`src/rtl/mmio_out_fifo.sv`:
```
// Memory-mapped console output port: stores to DATA_ADDR enter a first-word-fall-through
// FIFO that drains to a valid/ready stream. STATUS_ADDR gives read status and a flush control.
module mmio_out_fifo #(
   parameter int              XLEN        = 64,
   parameter int              DEPTH       = 8,
   parameter logic [XLEN-1:0] DATA_ADDR   = 64'h0,
   parameter logic [XLEN-1:0] STATUS_ADDR = 64'h8
) (
   input  logic            clk,
   input  logic            rst,
   input  logic [XLEN-1:0] io_out_addr,
   input  logic [XLEN-1:0] mem_out,
   input  logic            memory_we,
   output logic            mem_ready,
   input  logic [XLEN-1:0] io_in_addr,
   input  logic            memory_re,
   output logic [XLEN-1:0] mem_in_data,
   output logic            m_valid,
   output logic [XLEN-1:0] m_data,
   input  logic            m_ready,
   output logic [7:0]      fifo_count
);

   localparam int PW = $clog2(DEPTH);
   localparam int CW = PW + 1;
   localparam logic [CW-1:0] FULL_CNT = CW'(DEPTH);

   logic [XLEN-1:0] mem_q [DEPTH];
   logic [PW-1:0]   wr_ptr_q, wr_ptr_d;
   logic [PW-1:0]   rd_ptr_q, rd_ptr_d;
   logic [CW-1:0]   cnt_q, cnt_d;
   logic [31:0]     total_wr_q, total_wr_d;

   logic        hitd, flush, empty, full, pop, push;
   logic [63:0] status;

   assign hitd  = memory_we && (io_out_addr == DATA_ADDR);
   assign flush = memory_we && (io_out_addr == STATUS_ADDR) && mem_out[0];
   assign empty = (cnt_q == '0);
   assign full  = (cnt_q == FULL_CNT);
   assign pop   = m_valid && m_ready;

   // A full FIFO still accepts a store when the host drains the head in the same cycle.
   assign mem_ready = !(hitd && full && !pop);
   assign push      = hitd && mem_ready;

   assign m_valid    = !empty;
   assign m_data     = mem_q[rd_ptr_q];
   assign fifo_count = 8'(cnt_q);

   assign status      = {total_wr_q, 22'd0, full, empty, 8'(cnt_q)};
   assign mem_in_data = (memory_re && (io_in_addr == STATUS_ADDR)) ? XLEN'(status) : '0;

   always_comb begin
      wr_ptr_d   = wr_ptr_q;
      rd_ptr_d   = rd_ptr_q;
      cnt_d      = cnt_q;
      total_wr_d = total_wr_q;
      if (flush) begin
         wr_ptr_d   = '0;
         rd_ptr_d   = '0;
         cnt_d      = '0;
         total_wr_d = '0;
      end else begin
         if (push) begin
            wr_ptr_d   = wr_ptr_q + PW'(1);
            total_wr_d = total_wr_q + 32'd1;
         end
         if (pop) begin
            rd_ptr_d = rd_ptr_q + PW'(1);
         end
         case ({push, pop})
            2'b10:   cnt_d = cnt_q + CW'(1);
            2'b01:   cnt_d = cnt_q - CW'(1);
            default: cnt_d = cnt_q;
         endcase
      end
   end

   always_ff @(posedge clk) begin
      if (rst) begin
         wr_ptr_q   <= '0;
         rd_ptr_q   <= '0;
         cnt_q      <= '0;
         total_wr_q <= '0;
      end else begin
         wr_ptr_q   <= wr_ptr_d;
         rd_ptr_q   <= rd_ptr_d;
         cnt_q      <= cnt_d;
         total_wr_q <= total_wr_d;
      end
   end

   // Storage is never reset; stale entries are unreachable once the pointers clear.
   always_ff @(posedge clk) begin
      if (push) begin
         mem_q[wr_ptr_q] <= mem_out;
      end
   end

endmodule
```
`config.mk`:
```
export PLATFORM = sky130hd
export DESIGN_NAME = mmio_out_fifo
export DESIGN_NICKNAME = d
export VERILOG_FILES = /design/src/rtl/mmio_out_fifo.sv
export SDC_FILE = /design/constraint.sdc
export NUM_CORES = 1
export LEC_CHECK = 0
export ABC_AREA = 1
export CORE_AREA = 2 2 261 263
export CTS_BUF_LIST = sky130_fd_sc_hd__clkbuf_8 sky130_fd_sc_hd__clkbuf_16
export DETAILED_ROUTE_END_ITERATION = 8
export DIE_AREA = 0 0 263 265
export HOLD_SLACK_MARGIN = 0.06
export SYNTH_ARGS = -nofsm -noshare
export SYNTH_HDL_FRONTEND = slang
export SYNTH_SLANG_ARGS = --single-unit
```
`constraint.sdc`:
```
create_clock -name clk -period 8.4 [get_ports clk]
set_clock_uncertainty 0.05 [all_clocks]
set_input_delay 1.26 -clock clk [delete_from_list [all_inputs] [get_ports clk]]
set_output_delay 1.26 -clock clk [all_outputs]
set_load 0.05 [all_outputs]
```
==> impl_metrics.csv <==
group,metric,value,unit
outcome,status,"complete, no violations",
setup_path,rrSetupSlack,4940,ps
timing,fin_crit,5830,ps
global_route,grt_max_degree,153,
floorplanning,die_h,265,µm
floorplanning,num_rows,95,
global_route,grt_pass1_wl,92200,µm
synth,synth-xor-area-share,0.603,%
synth,ys_seq_area_share,70.0,%
pwr,p_leak,9.46,nW
setup_path,cp_data_required_time,7090,ps
routing,ant_nets,0,
min_path,min_to,"total_wr_q[31]$_SDFFE_PP0P_",
synth,yosys.area.top_type,"edfxtp_1",
layout,layout.nets,2555,
timing,setup_ws,2570,ps
timing,finalHoldViolCount,0,
setup_path,critPathKind,"register to output pin",
synth,ys_warn_count,0,
routing,viasPerCell,4.98,
pwr,power_frac_seq,40.2,%
clock_network,clockRootBuffer,"clkbuf_16",
min_path,holdPathStages,2,
pwr,p_int,5.15,mW
global_route,grt_overflow_total,0,
routing,dr.first_iter.drc_count,943,
timing,slew_headroom,25.3,%
layout,finish.utilization,43.3,%
synth,yosysMostFrequentCell,"nor2_1",
flow_run,drv_cap,0,
timing,rsz0062_at_grt,"no",
clock_network,cts_max_path_buffers,3,
clock_network,cts_num_sinks,557,
routing,wl,59900,µm
place,place.gp.congestion,0.884,
clock_network,cts_resized,0,
pwr,powerDensity,268,mW/mm²
floorplanning,fp.dieW,263,µm
synth,synth_top_area_share,66.2,%
setup_path,r2r_cells,7,
synth,synthSimpleGateAreaFrac,14.4,%
floorplanning,ioPinCount,335,
pwr,p_total,7.74,mW
place,hpwl,34800,µm
min_path,hp-class,"register to register",
clock_network,clkLatencyLatePin,600,ps
synth,ys_top_cells_by_count,"604 x nor2_1, 512 x edfxtp_1, 259 x o21ai_0, 162 x nand2_1, 68 x clkbuf_1",
pwr,switching_share,33.6,%
pwr,combPwrFrac,27.5,%
synth,syn_avg_cell_area,11.2,µm²
clock_network,cts_buffers,56,
global_route,grt_usage,16.9,%
setup_path,r2r-start,"cnt_q[2]$_SDFFE_PP0P_",
floorplanning,core-area,0.0668,mm²
synth,synth_ff_type,"edfxtp_1",
routing,dr_total_vias,16300,
routing,route.detailed.drc,0,
global_route,antenna_found_initial,11,
synth,syn_inst,2076,
floorplanning,start_util,34.8,%
timing,setup_violations,0,
clock_network,cts_tree,"yes",
routing,dr.pass1.iters,5,
synth,synthAdderAreaFrac,0.355,%
synth,ys_seq_elements,557,
place,portBuffers,304,
timing,fin_tns_setup,0,ps
synth,synth.distinct_cells,40,
clock_network,cts.clk_slew.worst_paths,60,ps
setup_path,end_kind,"output pin",
routing,wl_per_cell,18.3,µm
synth,synth_top_family_by_area,"simple AND/OR/NAND/NOR gates",
layout,drive_above_1_share,6.09,%
floorplanning,die-area,0.0697,mm²
layout,finalNonFillerCells,3274,
synth,synth_area_leaders,"edfxtp_1 66%, nor2_1 9.8%, o21ai_0 5.6%",
setup_path,critPathLaunchType,"register",
synth,async_flop_share,0,%
synth,synth_compound_area_share,10.4,%
timing,max_freq,0.171,GHz
place,dp_slack,3180,ps
synth,synth_edf_count,512,
setup_path,r2r_end,"mem_q[7][31]$_DFFE_PP_",
clock_network,ctsHoldBuffers,0,
timing,worst_pin_slew,1120,ps
pwr,peakVddDrop,198,µV
synth,netlist_area,0.0232,mm²
timing,fin_crit_sh,69.4,%
pwr,power.share.clock,32.3,%
global_route,grt_pass1_vias,16100,
min_path,hold_start,"total_wr_q[31]$_SDFFE_PP0P_",
setup_path,arrival,4520,ps
timing,finalMaxSlewViolations,0,
clock_network,post_cts_buffers,0,
pwr,switchingPower,2.60,mW
clock_network,h-tree-depth,2,
synth,synth.mux.area_fraction,0,%
layout,area_growth,24.4,%
place,dp_cells,3167,
setup_path,crit_fanout,76,
layer usage:
layer | vias to the layer above | wire [µm] | GRT usage [%]
li1 | 7818 | - | -
met1 | 7931 | 25600 | 21.6
met2 | 462 | 29600 | 29.1
met3 | 87 | 3470 | 3.74
met4 | 16 | 1060 | 4.28
met5 | - | 103 | 0
flip-flops by register name (all words and copies together), names as in the netlist, named ones only:
signal / count
cnt_q: 4
mem_q: 512
rd_ptr_q: 3
total_wr_q: 32
wr_ptr_q: 3
worst max path at each step:
stage                             to  slack, ps            from
6_report                  m_data[19]       2570        register
5_1_grt                   m_data[19]       2270        register
4_1_cts                   m_data[19]       2520        register
3_5_place_dp              m_data[19]       3180        register
3_3_place_gp              m_data[19]       3250        register
2_1_floorplan  mem_q[3][0]$_DFFE_PP_       1240  io_out_addr[2]
critical path, cell delays in order (launching register included):
cell and delay [ps]:
dfxtp_4 770, buf_4 590, buf_4 720, o21ai_0 200, o22ai_1 200, nor2_1 60, a31oi_1 380, clkdlybuf4s50_1 890
cells by family (layout without fill, tap and decap cells):
| family | Yosys count | after routing |
|---|---|---|
| XOR/XNOR | 16 | 16 |
| buffers and inverters | 209 | 502 |
| adder cells (fa/ha/maj) | 6 | 6 |
| other | 1 | 33 |
| flip-flops | 557 | 557 |
| AO/OA/AOI/OAI | 442 | 442 |
| AND/OR/NAND/NOR | 845 | 845 |
power groups by stage:
stage	sequential (mW)	clock, mW	combinational [mW]
CTS	3.12	2.56	2.16
floorplan	3.14	0	1.48
global route	3.12	2.67	2.32
detailed placement	3.17	0	2.15
finish	3.11	2.50	2.13
global placement	3.17	0	2.13
cell type report:
class                   instances  area [µm²]
clock buffers                  60        1470
flip-flops and latches        557       16300
well taps                     873        1090
clock inverters                44         405
fillers                      6157       37900
repair buffers                330        3240
diodes                          3        7.51
multi-input cells            1339        6150
inverters                      68         265
cell usage in the layout, fill, tap and decap left out, types with 11 or more instances in the layout:
| cell type | netlist | routed |
|---|---|---|
| nand3_1 | 25 | 25 |
| o22ai_1 | 64 | 64 |
| xor2_1 | 14 | 14 |
| clkbuf_16 | 0 | 57 |
| buf_4 | 39 | 26 |
| conb_1 | 1 | 30 |
| clkinv_2 | 0 | 11 |
| o211ai_1 | 11 | 11 |
| o21ai_0 | 259 | 259 |
| clkdlybuf4s50_1 | 0 | 304 |
| dfxtp_1 | 45 | 43 |
| nor2_1 | 604 | 604 |
| nand2_1 | 162 | 162 |
| a21oi_1 | 35 | 35 |
| a31oi_1 | 64 | 64 |
| edfxtp_1 | 512 | 512 |
| inv_1 | 63 | 69 |
per-stage QoR:
stage	cell area [µm²]	hold WS [ps]
after global placement	27000	419
after global routing	28900	455
after floorplan	23300	402
after CTS	28900	438
after detailed placement	27000	428
final	28900	434
Power figures use the tool's default switching activity.
